File: config.mk
export PLATFORM = sky130hd
export DESIGN_NAME = mulalu
export DESIGN_NICKNAME = d
export VERILOG_FILES = /design/src/rtl/mulalu.sv
export SDC_FILE = /design/constraint.sdc
export NUM_CORES = 2
export LEC_CHECK = 0
export CAP_MARGIN = 30
export CELL_PAD_IN_SITES_DETAIL_PLACEMENT = 1
export CELL_PAD_IN_SITES_GLOBAL_PLACEMENT = 2
export CORE_MARGIN = 2
export CORE_UTILIZATION = 25
export CTS_CLUSTER_DIAMETER = 200
export DETAILED_ROUTE_END_ITERATION = 8
export GPL_TIMING_DRIVEN = 0
export HOLD_SLACK_MARGIN = 0.15
export PLACE_DENSITY = 0.7
export SETUP_SLACK_MARGIN = 0.4
export SLEW_MARGIN = 15
export SYNTH_ARGS = -nofsm -noshare
export SYNTH_HDL_FRONTEND = slang
export SYNTH_SLANG_ARGS = --single-unit
File: constraint.sdc
create_clock -name clk -period 7.8 [get_ports clk]
set_clock_uncertainty 0.1 [all_clocks]
set_input_delay 1.95 -clock clk [delete_from_list [all_inputs] [get_ports clk]]
set_output_delay 1.95 -clock clk [all_outputs]
set_load 0.01 [all_outputs]
File: src/rtl/mulalu.sv
// Multi-cycle MIPS MULT/MULTU/DIV/DIVU unit in EX, with HI/LO write strobes and an EX stall.
// Optional MULALU_EARLY_TERM_EN: divides with |a| < |b| (b != 0) skip the iterative loop.
module mulalu #(
    parameter int unsigned MUL_LAT = 2
) (
    input  logic        clk,
    input  logic        resetn,
    input  logic [4:0]  mulalu_func,
    input  logic        mulalu_sign,
    input  logic [31:0] source_a,
    input  logic [31:0] source_b,
    input  logic        flush,
    input  logic        pipe_hold,
    output logic        stall,
    output logic        busy,
    output logic        hi_write,
    output logic [31:0] hi_write_data,
    output logic        lo_write,
    output logic [31:0] lo_write_data
);

    localparam int unsigned W  = 32;
    localparam int unsigned CW = 6;
    localparam logic [4:0] FUNC_MUL = 5'h18;
    localparam logic [4:0] FUNC_DIV = 5'h1A;

`ifdef MULALU_EARLY_TERM_EN
    localparam bit EARLY_TERM = 1'b1;
`else
    localparam bit EARLY_TERM = 1'b0;
`endif

    typedef enum logic [2:0] {
        S_IDLE,
        S_MUL,
        S_DIV,
        S_FIX,
        S_DONE
    } state_e;

    state_e          state_q, state_d;
    logic [CW-1:0]   cnt_q, cnt_d;
    logic [2*W-1:0]  acc_q, acc_d;
    logic [W-1:0]    divisor_q, divisor_d;
    logic [W-1:0]    raw_a_q, raw_a_d;
    logic            qneg_q, qneg_d;
    logic            rneg_q, rneg_d;
    logic            is_div_q, is_div_d;
    logic            div0_q, div0_d;
    logic [W-1:0]    hi_data_q, hi_data_d;
    logic [W-1:0]    lo_data_q, lo_data_d;
    logic            hi_write_q, hi_write_d;
    logic            lo_write_q, lo_write_d;

    logic            start;
    logic            early;
    logic [W-1:0]    mag_a, mag_b;
    logic [W:0]      rem_sh, rem_sub;
    logic            qbit;
    logic [2*W-1:0]  div_step;
    logic [2*W-1:0]  prod_fix;
    logic [W-1:0]    quo_fix, rem_fix, fix_hi, fix_lo;

    // Operand magnitudes and one restoring-divide step (acc = {remainder, dividend/quotient}).
    always_comb begin
        start    = (state_q == S_IDLE) && !flush &&
                   ((mulalu_func == FUNC_MUL) || (mulalu_func == FUNC_DIV));
        mag_a    = (mulalu_sign && source_a[W-1]) ? (~source_a + 32'd1) : source_a;
        mag_b    = (mulalu_sign && source_b[W-1]) ? (~source_b + 32'd1) : source_b;
        early    = EARLY_TERM && (mulalu_func == FUNC_DIV) && (mag_b != '0) && (mag_a < mag_b);
        rem_sh   = {acc_q[2*W-1:W], acc_q[W-1]};
        rem_sub  = rem_sh - {1'b0, divisor_q};
        qbit     = ~rem_sub[W];
        div_step = {(qbit ? rem_sub[W-1:0] : rem_sh[W-1:0]), acc_q[W-2:0], qbit};
    end

    // Sign correction; divide-by-zero returns the raw dividend in HI.
    always_comb begin
        prod_fix = qneg_q ? (~acc_q + 64'd1) : acc_q;
        quo_fix  = qneg_q ? (~acc_q[W-1:0] + 32'd1) : acc_q[W-1:0];
        rem_fix  = rneg_q ? (~acc_q[2*W-1:W] + 32'd1) : acc_q[2*W-1:W];
        fix_hi   = prod_fix[2*W-1:W];
        fix_lo   = prod_fix[W-1:0];
        if (is_div_q) begin
            fix_hi = div0_q ? raw_a_q : rem_fix;
            fix_lo = div0_q ? 32'hFFFF_FFFF : quo_fix;
        end
    end

    always_comb begin
        state_d    = state_q;
        cnt_d      = cnt_q;
        acc_d      = acc_q;
        divisor_d  = divisor_q;
        raw_a_d    = raw_a_q;
        qneg_d     = qneg_q;
        rneg_d     = rneg_q;
        is_div_d   = is_div_q;
        div0_d     = div0_q;
        hi_data_d  = hi_data_q;
        lo_data_d  = lo_data_q;
        hi_write_d = 1'b0;
        lo_write_d = 1'b0;

        case (state_q)
            S_IDLE: begin
                if (start) begin
                    acc_d     = early ? {mag_a, 32'h0} : {32'h0, mag_a};
                    divisor_d = mag_b;
                    raw_a_d   = source_a;
                    qneg_d    = mulalu_sign && (source_a[W-1] ^ source_b[W-1]);
                    rneg_d    = mulalu_sign && source_a[W-1];
                    is_div_d  = (mulalu_func == FUNC_DIV);
                    div0_d    = (source_b == '0);
                    cnt_d     = '0;
                    if (mulalu_func == FUNC_MUL) begin
                        state_d = S_MUL;
                    end else begin
                        state_d = early ? S_FIX : S_DIV;
                    end
                end
            end
            S_MUL: begin
                // Product formed in the first busy cycle and carried to FIX.
                if (cnt_q == '0) begin
                    acc_d = 64'(acc_q[W-1:0]) * 64'(divisor_q);
                end
                if (cnt_q == CW'(MUL_LAT - 1)) begin
                    state_d = S_FIX;
                end else begin
                    cnt_d = cnt_q + CW'(1);
                end
            end
            S_DIV: begin
                acc_d = div_step;
                if (cnt_q == CW'(W - 1)) begin
                    state_d = S_FIX;
                end else begin
                    cnt_d = cnt_q + CW'(1);
                end
            end
            S_FIX: begin
                hi_data_d  = fix_hi;
                lo_data_d  = fix_lo;
                hi_write_d = 1'b1;
                lo_write_d = 1'b1;
                state_d    = S_DONE;
            end
            S_DONE: begin
                if (!pipe_hold) begin
                    state_d = S_IDLE;
                end
            end
            default: state_d = S_IDLE;
        endcase

        // Flush kills the instruction in every state and suppresses any pending write.
        if (flush) begin
            state_d    = S_IDLE;
            hi_write_d = 1'b0;
            lo_write_d = 1'b0;
            hi_data_d  = hi_data_q;
            lo_data_d  = lo_data_q;
        end
    end

    always_ff @(posedge clk or negedge resetn) begin
        if (!resetn) begin
            state_q    <= S_IDLE;
            cnt_q      <= '0;
            acc_q      <= '0;
            divisor_q  <= '0;
            raw_a_q    <= '0;
            qneg_q     <= 1'b0;
            rneg_q     <= 1'b0;
            is_div_q   <= 1'b0;
            div0_q     <= 1'b0;
            hi_data_q  <= '0;
            lo_data_q  <= '0;
            hi_write_q <= 1'b0;
            lo_write_q <= 1'b0;
        end else begin
            state_q    <= state_d;
            cnt_q      <= cnt_d;
            acc_q      <= acc_d;
            divisor_q  <= divisor_d;
            raw_a_q    <= raw_a_d;
            qneg_q     <= qneg_d;
            rneg_q     <= rneg_d;
            is_div_q   <= is_div_d;
            div0_q     <= div0_d;
            hi_data_q  <= hi_data_d;
            lo_data_q  <= lo_data_d;
            hi_write_q <= hi_write_d;
            lo_write_q <= lo_write_d;
        end
    end

    assign stall         = start || (state_q == S_MUL) || (state_q == S_DIV) || (state_q == S_FIX);
    assign busy          = (state_q != S_IDLE);
    assign hi_write      = hi_write_q;
    assign lo_write      = lo_write_q;
    assign hi_write_data = hi_data_q;
    assign lo_write_data = lo_data_q;

endmodule

==> reports/metrics.sh <==
DIE_W_UM=441
WORSTMARGINPINSLEW_NS=1.07
SYNTH_ASYNC_RESET_RATIO_PCT=100
GRT_PASS1_WL_UM=346000
FINAL-HOLD-VIOLATION-COUNT=0
CORE_UM2=190000
POST_SYNTH.CELL_AREA_AVG_UM2=8.68
TIMING.FINAL.CRIT_SHARE_PCT=107
GRT_START_MAX_NET_PINS=86
CRITPATHARRIVALTIME_NS=8.74
CRITICAL_PATH.MAX_FANOUT=10
FINAL.MIN_CLOCK_PERIOD_NS=8.37
SYNTHESIS.YOSYS.WARNINGS=0
CTS.HOLD.BUFFERS_ADDED=0
RSZ0062_AT_GRT='true'
FINAL_CRITICAL_PATH_SETUP_SLACK_NS=-0.572
FINAL_LAYOUT_SIZE_SUFFIX_GT1_SHARE_PCT=14.3
WORST-ENDPOINT-REQUIRED_NS=8.17
GLOBAL_ROUTE.OVERFLOW_TOTAL=0
GRT_PASS1_VIAS=46574
HP-START='hi_write_data[0]'
DIEHEIGHT_UM=441
VIAS=42941
CTSHTREEMAXLEVEL=1
AVGVIACOUNTPERCELL=5.10
CTS_TREE='built'
CRITICAL_PATH.REG2REG.STARTPOINT='divisor_q[29]'
DRT_INITIAL_VIOLATIONS=3766
ANTENNA_FOUND_INITIAL=28
CTS_BUFFER_DEPTH=3
CTS.REPORTEDPATHS.CLKPINSLEW_NS=0.06
MAX_CAPACITANCE_VIOLATION_COUNT=0
POST_DRT_WL_PER_CELL_UM=29.0
FINALSETUPVIOLCOUNT=31
SETUP.WORST_PATH.START='divisor_q[29]'
FLIP_FLOP_CELL_WITH_THE_HIGHEST_COUNT_AFTER_SYNTHESIS='sky130_fd_sc_hd__dfrtp_1'
SYNTH_SEQUENTIAL_AREA_RATIO_PCT=10.8
CLK_LATENCY_NS=0.61
VIOLATIONS='negative setup slack'
GP_CONGESTION=1.00
IO_PINS=142
PLACEMENTROWS=160
PLACE.DETAILED.HPWL_UM=199000
TRITONCTS.NUM_BUFFERS=27
WORST_SETUP_PATH_START_KIND='flop'
SYNTH.FF_LATCH_COUNT=206
END_KIND='flop'
NETLIST_AREA_UM2=47600
FILLER_CELLS=22098
GRTUSAGETOTAL_PCT=25.0
CLOCKROOTBUFFER='sky130_fd_sc_hd__clkbuf_16'
REPORT.FINAL.SLEW_VIOL_COUNT=0
TIMING.HOLD.WORST.CLASS='flop to flop'
PLACEMENT.IO_BUFFERS=141
DETAILED_ROUTING_ITERATION_COUNT_FOR_THE_PRE_ANTENNA_REPAIR_PASS=8
SYNTH_ENABLE_FLOP_CELLS=0
OUTCOME='finished with violations'
SEQ_CELL_AREA_UM2=5170
AREA_GROWTH_SYN_TO_LAYOUT_PCT=24.2
MULTIINPUTGATEAREA_UM2=39300
TIMING_WORST_SETUP_PATH_TYPE='flop to flop'
FINALNETCOUNT=7151
DETAILED_ROUTE_WL_UM=244000
DIE_AREA_UM2=194000
DRC_ERRORS=0
ROUTE.ANTENNA.REMAINING_NETS=0
CLOCK_SINK_COUNT=206
SYNTH.DISTINCT_CELLS=80
ACHIEVABLE-FREQUENCY_GHz=0.119
TNS_NS=-9.93
SYN_NETS=6760
NETLIST_INSTANCES=5486
FLOORPLAN.INITIALDENSITY_PCT=25.1
SLEW_HEADROOM_PCT=28.9
==> metal layers <==
metal  GRT usage, %  wire length, um  up-vias
li1               -                -    17849
met3           4.97            19100      589
met5              0               50        -
met4           13.9            16900        8
met2           39.7           111000     1802
met1           31.7            97400    22693
==> worst paths after layout <==
check | slack [ns] | to | cells after the start
min | 0.38 | hi_write_data[0] | 1
min reg2reg | 0.38 | hi_write_data[0] | 1
min in group asynchronous | 1.17 | hi_write_data[29] | 1
max in group asynchronous | 5.17 | divisor_q[18] | 3
max | -0.57 | acc_q[61] | 23
max reg2reg | -0.57 | acc_q[61] | 23
==> sequential cells by signal, summed over array words and instances, names as in the netlist <==
register	cells
divisor_q	32
raw_a_q	32
qneg_q	1
lo_write_data	32
is_div_q	1
div0_q	1
rneg_q	1
state_q	3
cnt_q	6
hi_write_data	32
lo_write	1
acc_q	64
==> synthesized netlist by cell type (13+ instances only) <==
cell type,n,share of area [%]
sky130_fd_sc_hd__inv_1,921,7.3
sky130_fd_sc_hd__fa_1,897,38
sky130_fd_sc_hd__nand2_1,680,5.4
sky130_fd_sc_hd__and2_1,544,7.1
sky130_fd_sc_hd__clkbuf_1,319,2.5
sky130_fd_sc_hd__ha_1,303,8.0
sky130_fd_sc_hd__nor2_1,266,2.1
sky130_fd_sc_hd__a21oi_1,238,2.5
sky130_fd_sc_hd__o21ai_0,218,2.3
sky130_fd_sc_hd__dfrtp_1,206,11
sky130_fd_sc_hd__xnor2_1,117,2.2
sky130_fd_sc_hd__xor2_1,104,1.9
sky130_fd_sc_hd__a21o_1,56,0.88
sky130_fd_sc_hd__buf_1,34,0.27
sky130_fd_sc_hd__o31ai_1,34,0.54
sky130_fd_sc_hd__mux2_2,33,0.78
sky130_fd_sc_hd__nand3_1,32,0.34
sky130_fd_sc_hd__nor3_1,32,0.34
sky130_fd_sc_hd__or3_1,30,0.39
sky130_fd_sc_hd__nand4_1,28,0.37
sky130_fd_sc_hd__a31oi_1,26,0.34
sky130_fd_sc_hd__o21a_1,24,0.38
sky130_fd_sc_hd__nand2b_1,23,0.30
sky130_fd_sc_hd__mux2i_1,21,0.44
sky130_fd_sc_hd__nor4_1,18,0.24
sky130_fd_sc_hd__a221oi_1,17,0.31
sky130_fd_sc_hd__a222oi_1,16,0.34
sky130_fd_sc_hd__o211ai_1,16,0.25
sky130_fd_sc_hd__or2_2,16,0.21
sky130_fd_sc_hd__o41ai_1,15,0.28
sky130_fd_sc_hd__or4_1,15,0.24
sky130_fd_sc_hd__a211oi_1,14,0.22
sky130_fd_sc_hd__and3_1,13,0.17
sky130_fd_sc_hd__o22ai_1,13,0.17
==> worst max-delay path: stages (launching register included) <==
cell and delay (ns):
sky130_fd_sc_hd__dfrtp_1 0.50, sky130_fd_sc_hd__clkbuf_1 0.63, sky130_fd_sc_hd__and2_1 0.26, sky130_fd_sc_hd__fa_1 0.47, sky130_fd_sc_hd__fa_1 0.55, sky130_fd_sc_hd__fa_1 0.44
sky130_fd_sc_hd__fa_1 0.55, sky130_fd_sc_hd__fa_1 0.45, sky130_fd_sc_hd__fa_1 0.49, sky130_fd_sc_hd__fa_1 0.49, sky130_fd_sc_hd__inv_1 0.05, sky130_fd_sc_hd__fa_2 0.33
sky130_fd_sc_hd__inv_1 0.26, sky130_fd_sc_hd__ha_4 0.27, sky130_fd_sc_hd__a21o_1 0.18, sky130_fd_sc_hd__a21o_1 0.18, sky130_fd_sc_hd__a21oi_1 0.29, sky130_fd_sc_hd__o221ai_2 0.17
sky130_fd_sc_hd__o21ba_4 0.36, sky130_fd_sc_hd__buf_12 0.13, sky130_fd_sc_hd__o21bai_4 0.08, sky130_fd_sc_hd__or4_1 0.42, sky130_fd_sc_hd__a32o_2 0.29, sky130_fd_sc_hd__a221o_1 0.26
==> cell families (layout without fill, tap and decap cells) <==
kind of cell / count (synthesis) / after routing / synth area share (%)
AO/OA/AOI/OAI: 783 / 783 / 10.2
XOR/XNOR: 221 / 221 / 4.06
adder cells (fa/ha/maj): 1200 / 1200 / 45.6
buffers and inverters: 1289 / 1700 / 10.2
flip-flops: 206 / 206 / 10.8
multiplexers: 54 / 54 / 1.22
other: 0 / 16 / 0
AND/OR/NAND/NOR: 1733 / 1733 / 17.8
==> metrics by stage <==
step                setup slack (ns)  util [%]  cell area [um2]  cells  hold WS [ns]
global route                  -0.619      31.2            59100   8410         0.419
CTS                           -0.374      30.6            58000   8364         0.385
detailed placement             -2.62      28.0            53100   8199         0.371
global placement               -5.34      27.5            52300   8138         0.369
finish                        -0.572      31.2            59200   8424         0.384
floorplan                      0.394         -            47700   5486         0.350
==> area by class of cell <==
cell class	count	area share (%)
Multi-Input combinational cell	3991	66.4
Clock inverter	17	0.330
Inverter	924	5.88
Sequential cell	206	8.74
Timing Repair Buffer	362	6.39
Buffer	365	5.68
Antenna cell	16	0.0677
Tap cell	2511	5.31
Clock buffer	32	1.22
==> repair_timing <==
item                       in CTS  in global routing
pin swaps                     172                 92
resized for setup             798                199
setup buffers                 114                 41
setup endpoints to repair      54                 49
gates cloned                    2                  0
==> placed cells by master, fill, tap and decap left out, types with 140 or more instances in the layout <==
cell type / n
sky130_fd_sc_hd__inv_1: 899
sky130_fd_sc_hd__fa_1: 854
sky130_fd_sc_hd__nand2_1: 675
sky130_fd_sc_hd__and2_1: 511
sky130_fd_sc_hd__ha_1: 285
sky130_fd_sc_hd__nor2_1: 257
sky130_fd_sc_hd__a21oi_1: 212
sky130_fd_sc_hd__dfrtp_1: 196
sky130_fd_sc_hd__o21ai_0: 186
sky130_fd_sc_hd__buf_4: 140
sky130_fd_sc_hd__clkdlybuf4s50_1: 140
Power is left out: the tool's default activity adds up to more than one toggle a clock period on the data nets, which glitch-free logic cannot reach.
